==> src/rtl/pps_drift_monitor.sv <==
// pps_drift_monitor
//   PPS-disciplined oscillator drift monitor. Counts clk cycles across a
//   window of 1..15 accepted PPS periods and reports signed, saturated
//   (measured - expected) cycles through a valid/ready handshake. Edges that
//   arrive too early are rejected as glitches; a missing PPS drops the block
//   into HOLDOVER until the next edge; a result overwritten before it was
//   accepted raises a one-cycle overrun pulse.
//
//   Optional feature macro: PPS_DRIFT_STATS_EN
//     When defined, adds stats_clear_i and drift_min_o / drift_max_o
//     (running min/max of reported drift since reset or the last clear).
//
// Ports
//   clk, rst               clock, asynchronous active-high reset
//   pps_i                  raw asynchronous PPS input
//   enable_i               0 forces IDLE and discards any window in progress
//   window_len_i           window length in PPS periods (0 means 1), latched
//                          at each window start
//   event_valid_o/ready_i  result handshake; data held until accepted
//   event_utc_seconds_o    accepted-PPS count at the window-end edge
//   event_drift_o          signed measured-minus-expected cycles, saturated
//   event_window_o         window length used for this result
//   event_overrun_o        pulse: a pending result was overwritten
//   pps_lost_o             pulse: no PPS within NOMINAL+TOL cycles
//   glitch_count_o         saturating count of rejected (early) edges
//   state_o                0 IDLE, 1 MEASURE, 2 HOLDOVER
module pps_drift_monitor #(
   parameter int unsigned UTC_SECONDS_WIDTH      = 32,
   parameter int unsigned DRIFT_WIDTH            = 24,
   parameter int unsigned COUNT_WIDTH            = 36,
   parameter int unsigned NOMINAL_CYCLES_PER_SEC = 614_400_000,
   parameter int unsigned TOL_CYCLES             = 61_440,
   parameter int unsigned GLITCH_CNT_WIDTH       = 8
) (
   input  logic                          clk,
   input  logic                          rst,
   input  logic                          pps_i,
   input  logic                          enable_i,
   input  logic [3:0]                    window_len_i,
   output logic                          event_valid_o,
   input  logic                          event_ready_i,
   output logic [UTC_SECONDS_WIDTH-1:0]  event_utc_seconds_o,
   output logic signed [DRIFT_WIDTH-1:0] event_drift_o,
   output logic [3:0]                    event_window_o,
   output logic                          event_overrun_o,
   output logic                          pps_lost_o,
   output logic [GLITCH_CNT_WIDTH-1:0]   glitch_count_o,
`ifdef PPS_DRIFT_STATS_EN
   input  logic                          stats_clear_i,
   output logic signed [DRIFT_WIDTH-1:0] drift_min_o,
   output logic signed [DRIFT_WIDTH-1:0] drift_max_o,
`endif
   output logic [1:0]                    state_o
);

   localparam logic [1:0] ST_IDLE     = 2'd0;
   localparam logic [1:0] ST_MEASURE  = 2'd1;
   localparam logic [1:0] ST_HOLDOVER = 2'd2;

   localparam logic [COUNT_WIDTH-1:0] NOM_C   = COUNT_WIDTH'(NOMINAL_CYCLES_PER_SEC);
   localparam logic [COUNT_WIDTH-1:0] LO_C    = COUNT_WIDTH'(NOMINAL_CYCLES_PER_SEC - TOL_CYCLES);
   localparam logic [COUNT_WIDTH-1:0] HI_C    = COUNT_WIDTH'(NOMINAL_CYCLES_PER_SEC + TOL_CYCLES);
   localparam logic [COUNT_WIDTH-1:0] LOST_C  = COUNT_WIDTH'(NOMINAL_CYCLES_PER_SEC + TOL_CYCLES + 1);

   // Saturation bounds expressed at the difference width; ~MAX == -MAX-1.
   localparam logic signed [COUNT_WIDTH:0] SAT_MAX =
      $signed((COUNT_WIDTH+1)'((65'd1 << (DRIFT_WIDTH-1)) - 65'd1));
   localparam logic signed [COUNT_WIDTH:0] SAT_MIN = ~SAT_MAX;

   // ---------------------------------------------------------------
   // PPS synchroniser and rising-edge strobe (3 clk after the pin)
   // ---------------------------------------------------------------
   logic [2:0] sync_q;
   logic       rise_q;

   always_ff @(posedge clk or posedge rst) begin
      if (rst) begin
         sync_q <= '0;
         rise_q <= 1'b0;
      end else begin
         sync_q <= {sync_q[1:0], pps_i};
         rise_q <= sync_q[1] & ~sync_q[2];
      end
   end

   // ---------------------------------------------------------------
   // Measurement FSM and counters
   // ---------------------------------------------------------------
   logic [1:0]                   state_q, state_d;
   logic [COUNT_WIDTH-1:0]       elapsed_q, elapsed_d;
   logic [COUNT_WIDTH-1:0]       win_cyc_q, win_cyc_d;
   logic [COUNT_WIDTH-1:0]       expected_q, expected_d;
   logic [3:0]                   per_cnt_q, per_cnt_d;
   logic [3:0]                   win_len_q, win_len_d;
   logic [UTC_SECONDS_WIDTH-1:0] utc_q, utc_d;
   logic [GLITCH_CNT_WIDTH-1:0]  glitch_q, glitch_d;
   logic                         win_start, win_end, timeout;
   logic [3:0]                   w_eff;

   assign timeout = (state_q == ST_MEASURE) && (elapsed_q == LOST_C);
   assign w_eff   = (window_len_i == 4'd0) ? 4'd1 : window_len_i;

   always_comb begin
      state_d    = state_q;
      elapsed_d  = (elapsed_q != '1) ? elapsed_q + COUNT_WIDTH'(1) : elapsed_q;
      win_cyc_d  = win_cyc_q + COUNT_WIDTH'(1);
      expected_d = expected_q;
      per_cnt_d  = per_cnt_q;
      win_len_d  = win_len_q;
      utc_d      = utc_q;
      glitch_d   = glitch_q;
      win_start  = 1'b0;
      win_end    = 1'b0;

      if (!enable_i) begin
         state_d = ST_IDLE;
         if (rise_q) elapsed_d = COUNT_WIDTH'(1);
      end else begin
         case (state_q)
            ST_IDLE: begin
               // IDLE-exit edge starts a window but is not counted as a second
               if (rise_q) begin
                  elapsed_d = COUNT_WIDTH'(1);
                  win_start = 1'b1;
                  state_d   = ST_MEASURE;
               end
            end
            ST_HOLDOVER: begin
               if (rise_q) begin
                  elapsed_d = COUNT_WIDTH'(1);
                  utc_d     = utc_q + UTC_SECONDS_WIDTH'(1);
                  win_start = 1'b1;
                  state_d   = ST_MEASURE;
               end
            end
            ST_MEASURE: begin
               if (timeout) begin
                  // A rise landing on the timeout cycle restarts measurement
                  // immediately instead of waiting for another edge.
                  state_d = ST_HOLDOVER;
                  if (rise_q) begin
                     elapsed_d = COUNT_WIDTH'(1);
                     utc_d     = utc_q + UTC_SECONDS_WIDTH'(1);
                     win_start = 1'b1;
                     state_d   = ST_MEASURE;
                  end
               end else if (rise_q) begin
                  if (elapsed_q < LO_C) begin
                     // Early edge: ignore it, keep the elapsed count running
                     if (glitch_q != '1) glitch_d = glitch_q + GLITCH_CNT_WIDTH'(1);
                  end else if (elapsed_q <= HI_C) begin
                     elapsed_d = COUNT_WIDTH'(1);
                     utc_d     = utc_q + UTC_SECONDS_WIDTH'(1);
                     if (per_cnt_q + 4'd1 == win_len_q) begin
                        win_end   = 1'b1;
                        win_start = 1'b1;   // back-to-back windows
                     end else begin
                        per_cnt_d = per_cnt_q + 4'd1;
                     end
                  end
               end
            end
            default: state_d = ST_IDLE;
         endcase
      end

      if (win_start) begin
         win_len_d  = w_eff;
         expected_d = NOM_C * COUNT_WIDTH'(w_eff);
         win_cyc_d  = COUNT_WIDTH'(1);
         per_cnt_d  = 4'd0;
      end
   end

   always_ff @(posedge clk or posedge rst) begin
      if (rst) begin
         state_q    <= ST_IDLE;
         elapsed_q  <= '0;
         win_cyc_q  <= '0;
         expected_q <= '0;
         per_cnt_q  <= '0;
         win_len_q  <= '0;
         utc_q      <= '0;
         glitch_q   <= '0;
      end else begin
         state_q    <= state_d;
         elapsed_q  <= elapsed_d;
         win_cyc_q  <= win_cyc_d;
         expected_q <= expected_d;
         per_cnt_q  <= per_cnt_d;
         win_len_q  <= win_len_d;
         utc_q      <= utc_d;
         glitch_q   <= glitch_d;
      end
   end

   // ---------------------------------------------------------------
   // Result pipeline: stage 1 subtracts, stage 2 saturates and loads
   // ---------------------------------------------------------------
   logic                          p1_vld_q;
   logic signed [COUNT_WIDTH:0]   p1_diff_q;
   logic [UTC_SECONDS_WIDTH-1:0]  p1_utc_q;
   logic [3:0]                    p1_win_q;
   logic signed [DRIFT_WIDTH-1:0] sat_drift;

   always_ff @(posedge clk or posedge rst) begin
      if (rst) begin
         p1_vld_q  <= 1'b0;
         p1_diff_q <= '0;
         p1_utc_q  <= '0;
         p1_win_q  <= '0;
      end else begin
         p1_vld_q <= win_end;
         if (win_end) begin
            p1_diff_q <= $signed({1'b0, win_cyc_q}) - $signed({1'b0, expected_q});
            p1_utc_q  <= utc_d;
            p1_win_q  <= win_len_q;
         end
      end
   end

   always_comb begin
      sat_drift = p1_diff_q[DRIFT_WIDTH-1:0];
      if (p1_diff_q > SAT_MAX)      sat_drift = SAT_MAX[DRIFT_WIDTH-1:0];
      else if (p1_diff_q < SAT_MIN) sat_drift = SAT_MIN[DRIFT_WIDTH-1:0];
   end

   logic                          ev_valid_q;
   logic [UTC_SECONDS_WIDTH-1:0]  ev_utc_q;
   logic signed [DRIFT_WIDTH-1:0] ev_drift_q;
   logic [3:0]                    ev_win_q;
   logic                          ev_ovr_q;

   always_ff @(posedge clk or posedge rst) begin
      if (rst) begin
         ev_valid_q <= 1'b0;
         ev_utc_q   <= '0;
         ev_drift_q <= '0;
         ev_win_q   <= '0;
         ev_ovr_q   <= 1'b0;
      end else begin
         // Loading while the old result is still pending and not being taken
         // this cycle loses that result.
         ev_ovr_q <= p1_vld_q & ev_valid_q & ~event_ready_i;
         if (p1_vld_q) begin
            ev_valid_q <= 1'b1;
            ev_utc_q   <= p1_utc_q;
            ev_drift_q <= sat_drift;
            ev_win_q   <= p1_win_q;
         end else if (ev_valid_q && event_ready_i) begin
            ev_valid_q <= 1'b0;
         end
      end
   end

`ifdef PPS_DRIFT_STATS_EN
   logic                          st_seen_q;
   logic signed [DRIFT_WIDTH-1:0] st_min_q, st_max_q;

   always_ff @(posedge clk or posedge rst) begin
      if (rst) begin
         st_seen_q <= 1'b0;
         st_min_q  <= '0;
         st_max_q  <= '0;
      end else if (p1_vld_q) begin
         st_seen_q <= 1'b1;
         if (!st_seen_q || stats_clear_i) begin
            st_min_q <= sat_drift;
            st_max_q <= sat_drift;
         end else begin
            if (sat_drift < st_min_q) st_min_q <= sat_drift;
            if (sat_drift > st_max_q) st_max_q <= sat_drift;
         end
      end else if (stats_clear_i) begin
         st_seen_q <= 1'b0;
      end
   end

   assign drift_min_o = st_min_q;
   assign drift_max_o = st_max_q;
`endif

   assign event_valid_o       = ev_valid_q;
   assign event_utc_seconds_o = ev_utc_q;
   assign event_drift_o       = ev_drift_q;
   assign event_window_o      = ev_win_q;
   assign event_overrun_o     = ev_ovr_q;
   assign pps_lost_o          = timeout;
   assign glitch_count_o      = glitch_q;
   assign state_o             = state_q;

endmodule
==> config.mk <==
export PLATFORM = sky130hd
export DESIGN_NAME = pps_drift_monitor
export DESIGN_NICKNAME = d
export VERILOG_FILES = /design/src/rtl/pps_drift_monitor.sv
export SDC_FILE = /design/constraint.sdc
export NUM_CORES = 1
export LEC_CHECK = 0
export BUFFER_PORTS_ARGS = -buffer_cell sky130_fd_sc_hd__buf_2
export CAP_MARGIN = 15
export CORE_MARGIN = 1.5
export CORE_UTILIZATION = 54
export CTS_CLUSTER_DIAMETER = 50
export CTS_CLUSTER_SIZE = 25
export DETAILED_ROUTE_END_ITERATION = 16
export PLACE_DENSITY = 0.72
export SLEW_MARGIN = 40
export SYNTH_ARGS = -nofsm -noshare
export SYNTH_HDL_FRONTEND = slang
export SYNTH_SLANG_ARGS = --single-unit
==> constraint.sdc <==
create_clock -name clk -period 11.4 [get_ports clk]
set_input_delay 0.57 -clock clk [delete_from_list [all_inputs] [get_ports clk]]
set_output_delay 0.57 -clock clk [all_outputs]
set_load 0.02 [all_outputs]
==> impl_metrics.toml <==
[timing]
finClkSkew_ns = 0.0154
rsz0062_at_grt = "false"
drv_slew = 0
layout_min_cycle_time_ns = 3.67
fin_crit_sh_pct = 32.2
max_freq_ghz = 0.272
relSlewSlack_pct = 43.2
setup_violations = 0
hold_viol_final = 0
worst_pin_slew_ns = 0.848
fin_tns_setup_ns = 0

[floorplanning]
start_util_pct = 54.7
die_y_um = 165
ios = 82
core_area_um2 = 26000
die_x_um = 165
die_area_um2 = 27300
rows = 59

[logic_synthesis]
synth_mux_area_share_pct = 5.67
synth-compound-area-share_pct = 11.7
synth_area_per_cell_um2 = 9.72
yosysWarnings = 0
ys_seq_area_share_pct = 49.1
synthXorXnorAreaFrac_pct = 6.47
synth_simple_gate_area_share_pct = 18.9
synth_seq_cells = 279
syn-num-nets = 1525
async_flop_share_pct = 100
synth_cells = 1464
synthFlopType = "dfrtp_1"
synth_edf_count = 0
ys_types = 71
synth-adder-area-share_pct = 4.94
syn_area_um2 = 14200
synth_top_family_by_area = "simple AND/OR/NAND/NOR gates"

[outcome]
status = "complete, no violations"

[placed_design]
dpl_cell_area_um2 = 15000
place_hpwl_um = 21100
gp_congestion = 0.887
dp_cells = 1835
io_buffers = 81

[route]
met3_length_um = 1580
drt-vias-per-instance = 5.73
wl_met1_um = 15000
dr_total_vias = 10800
route.detailed.drc = 0
wl_met2_um = 13600
dr.pass1.iters = 4
wl_per_cell_um = 16.4
wl_um = 31000
ant_nets = 0
first_iter_violations = 703
dr.max_layer_used = "met4"

[setup_path]
path_max_fanout = 57
end_kind = "flop"
start_kind = "flop"
crit-reg2reg-launch = "elapsed_q[34]"
cp_top_family = "simple AND/OR/NAND/NOR gates"
crit_buf_inv = 2
slowest_stage = "or4_4"
reg2reg_to = "p1_utc_q[6]"
ff2ff_path_depth = 9
path_cells = "or4_4 -> or2_1 -> nor3_1 -> a31oi_1 -> and3_1 -> nand2_2 -> buf_4 -> inv_2 -> mux2_1"
worst_ep_arrival_time_ns = 4.11
crit_type = "flop to flop"
crit_required_ns = 11.84
max_stage_delay_ns = 0.57
r2r_slack_ns = 7.73

[final_layout]
final_common_cell = "dfrtp_1"
nets = 1593
fin_area_um2 = 16000
final_cell_mix = "dfrtp_1, nand2_1, nor2_1"
n_antenna_cell = 0
syn2layout_area_growth_pct = 12.4
regArea_um2 = 6980
stdcell_count = 1888
fillers = 2177
layout-drive-gt1-share_pct = 15.7
multi_input_area_um2 = 6830

[power_and_ir_drop]
finalPower_mw = 2.31
switching_power_uw = 652
internal-power_mw = 1.66
power_density_nw_per_um2 = 145
p_sw_share_pct = 28.2
leakage_nw = 7.66
clkPwrFrac_pct = 42.0
combPwrFrac_pct = 12.1
peakVddDrop_v = 0.000110
p_seq_share_pct = 46.0

[clock_network]
clk_transition_reported_paths_ns = 0.07
cts_buffers = 29
cts_sinks = 279
cts_setup_buffers = 0
cts_resized = 0
postCtsHoldBufs = 0
clock-root-buffer = "clkbuf_16"
htree_num_levels = 1
cts_tree = "built"
worstSkewPairLatency_ns = 0.56
max-clock-path-buffers = 3

[run]
max_cap_violations = 0

[global_route]
grt_use_total_pct = 23.0
antenna_found_initial = 0
grt_pass1_vias = 10200
grt_max_degree = 123
grt-ovfl-total = 0
grt_pass1_wl_um = 51100

[hold_path]
hp-class = "input pin to async pin"
## power groups by stage
| stage | Combinational (mW) | Sequential [mW] | Clock, mW |
|---|---|---|---|
| floorplan | 0.206 | 1.07 | 0 |
| global placement | 0.267 | 1.08 | 0 |
| detailed placement | 0.276 | 1.08 | 0 |
| CTS | 0.279 | 1.06 | 0.989 |
| global route | 0.318 | 1.07 | 1.03 |
| finish | 0.279 | 1.06 | 0.969 |
## metrics by stage
step / utilization (%) / setup WS, ns / hold slack [ns]
floorplan: - / 3.14 / 0.331
global route: 61.5 / 7.47 / 0.0970
CTS: 61.4 / 7.73 / 0.0999
detailed placement: 57.6 / 7.27 / 0.337
finish: 61.5 / 7.73 / 0.0497
global placement: 57.4 / 7.45 / 0.333
## sequential cells by signal, indices dropped and copies added, names as in the netlist, 2 cells and up
signal,cells
sync_q,3
p1_utc_q,32
win_cyc_q,36
event_window_o,4
utc_q,32
elapsed_q,36
p1_diff_q,37
state_o,2
event_utc_seconds_o,32
per_cnt_q,4
glitch_count_o,8
p1_win_q,4
win_len_q,4
expected_q,17
event_drift_o,24
## layer usage
layer  vias up  track usage [%]
met5         -                0
met2       288             35.6
li1       5221                -
met1      5263             34.2
met3        51             2.62
met4         0             6.09
## Yosys cell counts (all sizes together) (3+ instances only)
cell / number / area, um2
and2: 13 / 81.3
and3: 28 / 175
or3: 9 / 56.3
mux2i: 3 / 30.0
o21ai: 77 / 385
a21oi: 80 / 423
fa: 7 / 140
o21bai: 4 / 30.0
o41ai: 4 / 42.6
ha: 45 / 563
o211ai: 6 / 45.0
xor2: 56 / 490
buf: 26 / 135
a21o: 11 / 82.6
nand4: 31 / 200
o21a: 12 / 91.3
and4: 12 / 105
a22oi: 3 / 22.5
a41oi: 5 / 43.8
o31ai: 9 / 81.3
mux2: 69 / 777
dfrtp: 279 / 6980
xnor2: 49 / 429
nand3: 46 / 230
a2111oi: 3 / 26.3
nor2: 163 / 614
nand2b: 4 / 25.0
or2: 4 / 25.0
inv: 57 / 214
a31o: 4 / 35.0
clkbuf: 31 / 116
nor4: 12 / 90.1
nor2b: 10 / 62.6
nor3: 33 / 170
nand2: 202 / 758
or4: 3 / 30.0
a31oi: 26 / 163
a211oi: 3 / 22.5
## how the worst max path moves through the flow
stage,from,end,slack [ns],cells past startpoint
floorplan,rst,elapsed_q[0],3.14,1
global placement,window_len_i[2],expected_q[32],7.45,16
detailed placement,window_len_i[2],expected_q[32],7.27,16
CTS,elapsed_q[34],p1_utc_q[6],7.73,9
global route,window_len_i[2],expected_q[32],7.47,16
finish,elapsed_q[34],p1_utc_q[6],7.73,9
## layout make-up
cell class	instances	share of cell area [%]
well taps	335	2.62
flip-flops and latches	279	43.7
clock inverters	21	1.52
inverters	57	1.42
multi-input cells	1071	42.7
repair buffers	94	3.30
clock buffers	31	4.71
## worst register-to-register path, cell delays in order (launching register included)
cell,delay [ns]
dfrtp_1,0.43
or4_4,0.57
or2_1,0.25
nor3_1,0.33
a31oi_1,0.38
and3_1,0.36
nand2_2,0.07
buf_4,0.44
inv_2,0.33
mux2_1,0.39
## cell families (layout without fill, tap and decap cells)
logic type,Yosys count,in the layout
compound gates,265,265
xor+xnor,105,105
fa+ha+maj,52,52
buf+inv,114,203
flops,279,279
mux,72,72
simple gates,577,577
Power figures use the tool's default switching activity.
